## src/rtl/riscv_types.sv

```systemverilog
// Shared RISC-V trace types: the buffered RVFI record layout and the serializer state encoding.
package riscv_types;

    localparam int RVFI_WORDS_PER_REC = 9;

    typedef struct packed {
        logic [31:0] insn;
        logic [31:0] pc_rdata;
        logic [31:0] pc_wdata;
        logic [31:0] rs1_rdata;
        logic [31:0] rs2_rdata;
        logic [31:0] rs3_rdata;
        logic [31:0] rd_wdata;
        logic [4:0]  rs1_addr;
        logic [4:0]  rs2_addr;
        logic [4:0]  rs3_addr;
        logic [4:0]  rd_addr;
        logic [7:0]  seq;
        logic [15:0] drops;
    } rvfi_rec_t;

    typedef enum logic {
        ST_IDLE,
        ST_SEND
    } ser_state_t;

endpackage

```

## src/rtl/sync_fifo.sv

```systemverilog
// Generic single-clock FIFO; a push into a full FIFO is honoured only when a pop happens in the same cycle.
module sync_fifo #(
    parameter int DEPTH = 8,
    parameter int WIDTH = 32
) (
    input  logic                     clk,
    input  logic                     reset,
    input  logic                     push,
    input  logic                     pop,
    input  logic [WIDTH-1:0]         wdata,
    output logic [WIDTH-1:0]         rdata,
    output logic                     full,
    output logic                     empty,
    output logic [$clog2(DEPTH):0]   level
);
    localparam int AW = $clog2(DEPTH);

    logic [WIDTH-1:0] mem [DEPTH];
    logic [AW-1:0]    wr_ptr;
    logic [AW-1:0]    rd_ptr;
    logic             do_push;
    logic             do_pop;

    assign full    = (level == (AW+1)'(DEPTH));
    assign empty   = (level == '0);
    assign do_pop  = pop && !empty;
    assign do_push = push && (!full || do_pop);
    assign rdata   = mem[rd_ptr];

    always_ff @(posedge clk) begin
        if (reset) begin
            wr_ptr <= '0;
            rd_ptr <= '0;
            level  <= '0;
        end else begin
            if (do_push) wr_ptr <= wr_ptr + 1'b1;
            if (do_pop)  rd_ptr <= rd_ptr + 1'b1;
            case ({do_push, do_pop})
                2'b10:   level <= level + 1'b1;
                2'b01:   level <= level - 1'b1;
                default: level <= level;
            endcase
        end
    end

    // Storage carries no reset; only the pointers define what is valid.
    always_ff @(posedge clk) begin
        if (do_push) mem[wr_ptr] <= wdata;
    end

endmodule

```

## src/rtl/rvfi_trace_packer.sv

```systemverilog
// Buffers retired-instruction RVFI records and streams each as nine 32-bit words,
// counting records lost to a full buffer and reporting the gap in the next header.
module rvfi_trace_packer
    import riscv_types::*;
#(
    parameter int         DEPTH = 8,
    parameter logic [7:0] MAGIC = 8'hA5
) (
    input  logic                      clk,
    input  logic                      reset,
    input  logic                      rvfi_valid,
    input  logic [31:0]               rvfi_insn,
    input  logic [31:0]               rvfi_pc_rdata,
    input  logic [31:0]               rvfi_pc_wdata,
    input  logic [31:0]               rvfi_rs1_rdata,
    input  logic [31:0]               rvfi_rs2_rdata,
    input  logic [31:0]               rvfi_rs3_rdata,
    input  logic [31:0]               rvfi_rd_wdata,
    input  logic [4:0]                rvfi_rs1_addr,
    input  logic [4:0]                rvfi_rs2_addr,
    input  logic [4:0]                rvfi_rs3_addr,
    input  logic [4:0]                rvfi_rd_addr,
    output logic                      m_valid,
    input  logic                      m_ready,
    output logic [31:0]               m_data,
    output logic                      m_last,
    output logic [$clog2(DEPTH):0]    fifo_level,
    output logic [15:0]               drop_total
);
    localparam int         LW        = $clog2(DEPTH) + 1;
    localparam logic [3:0] LAST_WIDX = 4'(RVFI_WORDS_PER_REC - 1);

    ser_state_t  state;
    logic [3:0]  widx;
    logic [7:0]  seq;
    logic [15:0] pend_drops;
    rvfi_rec_t   wr_rec;
    rvfi_rec_t   head;
    logic        full;
    logic        empty;
    logic [LW-1:0] level;
    logic        handshake;
    logic        pop;
    logic        push;
    logic        drop;
    logic        busy_next;

    assign wr_rec = '{
        insn:      rvfi_insn,
        pc_rdata:  rvfi_pc_rdata,
        pc_wdata:  rvfi_pc_wdata,
        rs1_rdata: rvfi_rs1_rdata,
        rs2_rdata: rvfi_rs2_rdata,
        rs3_rdata: rvfi_rs3_rdata,
        rd_wdata:  rvfi_rd_wdata,
        rs1_addr:  rvfi_rs1_addr,
        rs2_addr:  rvfi_rs2_addr,
        rs3_addr:  rvfi_rs3_addr,
        rd_addr:   rvfi_rd_addr,
        seq:       seq,
        drops:     pend_drops
    };

    sync_fifo #(
        .DEPTH (DEPTH),
        .WIDTH ($bits(rvfi_rec_t))
    ) u_fifo (
        .clk   (clk),
        .reset (reset),
        .push  (push),
        .pop   (pop),
        .wdata (wr_rec),
        .rdata (head),
        .full  (full),
        .empty (empty),
        .level (level)
    );

    assign m_valid    = (state == ST_SEND);
    assign m_last     = m_valid && (widx == LAST_WIDX);
    assign handshake  = m_valid && m_ready;
    assign pop        = handshake && (widx == LAST_WIDX);
    assign push       = rvfi_valid && (!full || pop);
    assign drop       = rvfi_valid && full && !pop;
    assign fifo_level = level;

    // The state mirrors FIFO occupancy after this edge's push/pop.
    assign busy_next  = push || !(empty || (pop && level == LW'(1)));

    always_comb begin
        m_data = '0;
        if (m_valid) begin
            case (widx)
                4'd0:    m_data = {MAGIC, head.seq, head.drops};
                4'd1:    m_data = head.insn;
                4'd2:    m_data = head.pc_rdata;
                4'd3:    m_data = head.pc_wdata;
                4'd4:    m_data = head.rs1_rdata;
                4'd5:    m_data = head.rs2_rdata;
                4'd6:    m_data = head.rs3_rdata;
                4'd7:    m_data = head.rd_wdata;
                4'd8:    m_data = {12'b0, head.rd_addr, head.rs3_addr, head.rs2_addr, head.rs1_addr};
                default: m_data = '0;
            endcase
        end
    end

    always_ff @(posedge clk) begin
        if (reset) begin
            state      <= ST_IDLE;
            widx       <= '0;
            seq        <= '0;
            pend_drops <= '0;
            drop_total <= '0;
        end else begin
            state <= busy_next ? ST_SEND : ST_IDLE;
            if (handshake) widx <= pop ? 4'd0 : widx + 4'd1;
            if (push) begin
                seq        <= seq + 8'd1;
                pend_drops <= '0;
            end else if (drop) begin
                if (pend_drops != 16'hFFFF) pend_drops <= pend_drops + 16'd1;
                if (drop_total != 16'hFFFF) drop_total <= drop_total + 16'd1;
            end
        end
    end

endmodule

```

## config.mk

```make
export PLATFORM = sky130hd
export DESIGN_NAME = rvfi_trace_packer
export DESIGN_NICKNAME = d
export VERILOG_FILES = /design/src/rtl/riscv_types.sv /design/src/rtl/sync_fifo.sv /design/src/rtl/rvfi_trace_packer.sv
export SDC_FILE = /design/constraint.sdc
export NUM_CORES = 2
export LEC_CHECK = 0
export BUFFER_PORTS_ARGS = -buffer_cell sky130_fd_sc_hd__buf_4
export CAP_MARGIN = 20
export CORE_ASPECT_RATIO = 1.1
export CORE_UTILIZATION = 40
export CTS_BUF_LIST = sky130_fd_sc_hd__clkbuf_16
export DETAILED_ROUTE_END_ITERATION = 8
export PLACE_DENSITY = 0.54
export SLEW_MARGIN = 40
export SYNTH_ARGS = -nofsm -noshare
export SYNTH_HDL_FRONTEND = slang
export SYNTH_HIERARCHICAL = 1
export SYNTH_SLANG_ARGS = --single-unit
```

## constraint.sdc

```tcl
create_clock -name clk -period 26.3 [get_ports clk]
set_input_delay 3.945 -clock clk [delete_from_list [all_inputs] [get_ports clk]]
set_output_delay 3.945 -clock clk [all_outputs]
set_load 0.05 [all_outputs]
```

Yosys cells after proc, flatten, opt, wreduce, memory -nomap -nowiden
Memories as Yosys holds them, arrays and structs flattened. A register that Yosys moved wholly into a read port is not among the register bits.
Cells that the tools add are included.
Operators by class
  equality and inequality tests: 14
  bitwise gates (word level): 1
  reduce and logical (&&, ||, !) cells: 23
  multiplexer cells: 9
  $add $sub $neg: 8
Operators by type and width (count)
  $pmux W32 S9: 1
  $add A16 B1 Y16 const B: 2
  $mux W32: 1
  $ne A16 B16 Y1 const B: 2
  $eq A4 B3 Y1 const B: 4
  $logic_and A1 B1 Y1: 9
  $add A4 B1 Y4 const B: 2
  $add A8 B1 Y8 const B: 1
  $eq A4 B1 Y1 const B: 2
  $eq A4 B2 Y1 const B: 2
  $eq A4 B4 Y1 const B: 2
  $logic_not A4 Y1: 2
  $pmux W4 S2: 1
  $add A3 B1 Y3 const B: 2
  $mux W3: 2
  $logic_not A1 Y1: 4
  $logic_or A1 B1 Y1: 4
  $mux W4: 1
  $sub A4 B1 Y4 const B: 1
  $mux W1: 3
  $reduce_and A3 Y1: 1
  $eq A2 B1 Y1 const B: 1
  $eq A2 B2 Y1 const B: 1
  $reduce_and A2 Y1: 1
  other kinds (3): 3
Storage, ports and cells
  bits in registers: 55
  bits of input ports: 248
  RAM bits: 2144
  word-level logic and storage cells: 64
  memories kept: 1
Memory list
  u_fifo.mem: words 8, bits a word 268, rd ports 1, clocked after Yosys merged registers in 1, wr ports 1, RTL line sync_fifo.sv:18  | logic [WIDTH-1:0] mem [DEPTH];

Logic depth before layout (Yosys ltp)
  depth after elaboration: 7
  mapped depth: 14
  mapped depth without buffers: 13

Modules after synthesis
The synthesis kept the hierarchy.
By module, submodules not included
  sync_fifo: instances 1, cells an instance 3184, area an instance 80888.8 µm², seq. area each 64642.0 µm²
  rvfi_trace_packer: instances 1, cells an instance 483, area an instance 3776.1 µm², seq. area each 900.9 µm²

Worst setup path before layout
No wires, ideal clock.
  kind: input port to flip-flop
  start point: input m_ready
  end point: memory u_fifo/mem[0][0] (netlist name), enable pin
  setup time: 1226 ps
  stages on the path: 8
  setup slack: 1768 ps
  data required time: 25074 ps
  arrival: 23306 ps
  path through: nand2_1 o21ai_2 nand2_1 inv_1 buf_2 o21ai_0 or2_2 nor3_1
Between the ends
  longest elaborated chain between the ends: 7
  elaborated cells between the ends (all ways): 9
  classes of those cells: 2 x mux; 7 x reduce/logical
RTL lines
  from (decl): RTL line rvfi_trace_packer.sv:24  | input logic m_ready,
  $logic_and A1 B1 Y1: RTL line rvfi_trace_packer.sv:81  | assign handshake = m_valid && m_ready;
  $logic_and A1 B1 Y1: RTL line rvfi_trace_packer.sv:82  | assign pop = handshake && (widx == LAST_WIDX);
  $logic_or A1 B1 Y1: RTL line rvfi_trace_packer.sv:83  | assign push = rvfi_valid && (!full || pop);
  $logic_and A1 B1 Y1: RTL line rvfi_trace_packer.sv:83
  net push: RTL line rvfi_trace_packer.sv:44  | logic push;
  $logic_and A1 B1 Y1: RTL line sync_fifo.sv:27  | assign do_push = push && (!full || do_pop);
  $mux W1: RTL line sync_fifo.sv:48  | if (do_push) mem[wr_ptr] <= wdata;
  $mux W1 (not written as such): RTL line sync_fifo.sv:48
  to (decl): RTL line sync_fifo.sv:18
The timed path passes the listed nets, and every way through them passes these cells.

==> impl_metrics.json <==
{
  "clkLatencyLatePin_ns": 0.86,
  "ys_types": 57,
  "nets": 4364,
  "fmax_mhz": 103,
  "firstDrtPassIters": 7,
  "critPathMaxFanout": 42,
  "max-vdd-ir-drop_uv": 62.8,
  "power.density_mw_per_mm2": 74.8,
  "synth.avg_cell_area_sq_um": 23.1,
  "outcome": "finished clean",
  "drtIter0Drc": 2881,
  "synth_seq_cells": 2202,
  "drt.antenna.violating_nets": 0,
  "tightest_slew_ns": 0.923,
  "grt_pass1_wl_mm": 305,
  "grt_max_degree": 112,
  "clk_pin_slew_worst_paths_ns": 0.06,
  "synth_edf_count": 2144,
  "min_to": "u_fifo/wr_ptr[0]$_SDFFE_PP0P_",
  "core_region_area_sq_mm": 0.210,
  "fin_worst_skew_ns": 0.0476,
  "cts_root_buffer": "clkbuf_16",
  "fillers": 17367,
  "whs_path_depth": 2,
  "place_congestion": 0.760,
  "min_period_ns": 9.74,
  "power_uw": 7320,
  "rows": 176,
  "r2r_slack_ns": 20.52,
  "postLayoutCoreUtil_pct": 46.7,
  "critPathKind": "reg2out",
  "cts_buffer_depth": 3,
  "synth-main-ff-cell": "edfxtp_1",
  "die_w_microns": 441,
  "initial_core_util_pct": 40.4,
  "dp_cells": 6637,
  "cts_sinks": 2202,
  "synth_nets": 3927,
  "rsz0062_at_grt": "no",
  "fp.dieH_microns": 485,
  "cts-hold-fix-buffers": 0,
  "cts_resized": 0,
  "antenna_found_initial": 46,
  "finalSetupViolCount": 0,
  "drive_gt1_share_pct": 36.3,
  "maxCapViolCount": 0,
  "arrival_ns": 5.80,
  "drc": 0,
  "post-cts-setup-buffer-count": 0,
  "p_leak_uw": 0.0304,
  "fin_cells": 7054,
  "hold_path_class": "reg2reg",
  "grt.overflow.total": 0,
  "post-dp-hpwl_mm": 125,
  "slew_violations": 0,
  "crit_required_ns": 22.35,
  "finalSetupTns_ns": 0,
  "cts_tree": "built",
  "synth_seq_area_share_pct": 77.4,
  "worstHoldStart": "u_fifo/wr_ptr[0]$_SDFFE_PP0P_",
  "synth_area_sq_mm": 0.0847,
  "critPathCaptureType": "primary output",
  "area_growth_pct": 15.7,
  "r2r_start": "widx[0]$_SDFFE_PP0P_",
  "viasPerCell": 5.52,
  "whs_ns": 0.503,
  "wl_per_cell_microns": 30.1,
  "cp-start-kind": "flop",
  "ys_warn_count": 6,
  "num_vias": 38954,
  "async_flop_share_pct": 0,
  "drt_wl_total_mm": 212,
  "relSlewSlack_pct": 38.5,
  "grt_usage_pct": 20.0,
  "r2r_end": "u_fifo/mem[7][63]$_DFFE_PP_",
  "pin_count": 302,
  "period_share_pct": 37.1,
  "cts_made_buffers": 221,
  "hold_viol_final": 0,
  "numPortBuffers": 301,
  "design.die.area_sq_mm": 0.214,
  "synthCells": 3667,
  "rr_worst_depth": 12,
  "grt_pass1_vias": 40854,
  "cts_htree_levels": 4
}
-- final cells by class --
class | count | area [sq um] | share of cell area [%]
diodes | 7 | 17.5 | 0.0179
clock buffers | 222 | 5560 | 5.67
clock inverters | 185 | 1690 | 1.72
inverters | 11 | 41.3 | 0.0422
multi-input cells | 1259 | 18300 | 18.7
flip-flops and latches | 2202 | 65600 | 66.9
well taps | 2759 | 3450 | 3.52
repair buffers | 409 | 3340 | 3.41
-- per-layer routing --
metal	up-vias	wire, microns	track usage [%]
met3	286	10800	3.85
met1	21064	87100	26.0
met2	983	110000	34.2
met4	30	4680	5.28
met5	-	189	0
li1	16591	-	-
-- power breakdown --
group | internal (uW) | switching [uW] | total, uW
clock | 1800 | 1320 | 3120
combinational | 97.6 | 171 | 269
sequential | 3920 | 16.5 | 3940
-- synthesized netlist by cell type (all sizes together), types with 3 or more instances --
master	n	area, sq um
clkbuf	93	349
nand2b	7	43.8
ha	11	138
or3	4	25.0
and3	19	119
mux2	268	3020
edfxtp	2144	64400
dfxtp	58	1160
inv	11	41.3
and2	12	75.1
a222oi	28	280
nand4	24	150
xnor2	17	149
a211oi	8	65.1
nand3	17	85.1
o21ai	9	48.8
nor2	65	244
a22o	7	61.3
nand2	19	71.3
a21oi	30	150
o211ai	3	22.5
mux2i	7	70.1
and4	5	43.8
a41oi	5	43.8
xor2	23	201
a22oi	70	526
or2	4	25.0
buf	102	538
a221oi	9	78.8
mux4	536	12100
a31oi	11	68.8
nor4	6	37.5
nor3	9	50.1
-- cell families after synthesis --
| family | Yosys count | synth area share, % |
|---|---|---|
| xor+xnor | 40 | 0.414 |
| mux | 811 | 17.9 |
| simple gates | 202 | 1.25 |
| flops | 2202 | 77.4 |
| compound gates | 194 | 1.74 |
| fa+ha+maj | 12 | 0.186 |
| buf+inv | 206 | 1.10 |
-- placed cells by master, fill, tap and decap left out, drive strengths merged, types with 11 or more instances in the layout --
cell type  instances
buf              409
clkinv            89
nor2              65
mux2             268
a222oi            28
nand2             19
ha                11
edfxtp          2144
a21oi             30
xor2              23
dfxtp             58
clkbuf           222
xnor2             17
a22oi             70
mux4             536
nand4             24
a31oi             11
and3              19
inv               74
bufinv            27
nand3             17
and2              12
-- state kept, by name (all words and copies together), names as in the netlist, named ones only --
register,flops
u_fifo/wr_ptr,3
seq,8
pend_drops,16
widx,4
u_fifo/mem,2144
u_fifo/rd_ptr,3
drop_total,16
u_fifo/level,4
m_valid,1
-- worst max-delay path by stage --
stage / startpoint / endpoint / depth (start not counted)
after global routing: flop / m_data[10] / 10
after CTS: flop / m_data[0] / 8
after floorplan: m_ready / u_fifo/mem[0][0]$_DFFE_PP_ / 8
after global placement: flop / m_data[10] / 10
final: flop / m_data[21] / 7
after detailed placement: flop / m_data[0] / 8
-- metrics by stage --
stage / worst slack (ns) / instance area (sq um)
2_1_floorplan: 1.77 / 84700
3_3_place_gp: 16.16 / 90300
3_5_place_dp: 17.13 / 90600
4_1_cts: 16.16 / 97800
5_1_grt: 16.13 / 97900
6_report: 16.56 / 97900
-- worst max-delay path, stage by stage (launching register included) --
cell     delay, ns
dfxtp_4       0.82
buf_4         0.75
buf_4         0.76
buf_4         0.71
mux2_2        0.43
a22oi_1       0.57
a41oi_1       0.46
buf_4         0.33
(Power assumes the default switching activity.)
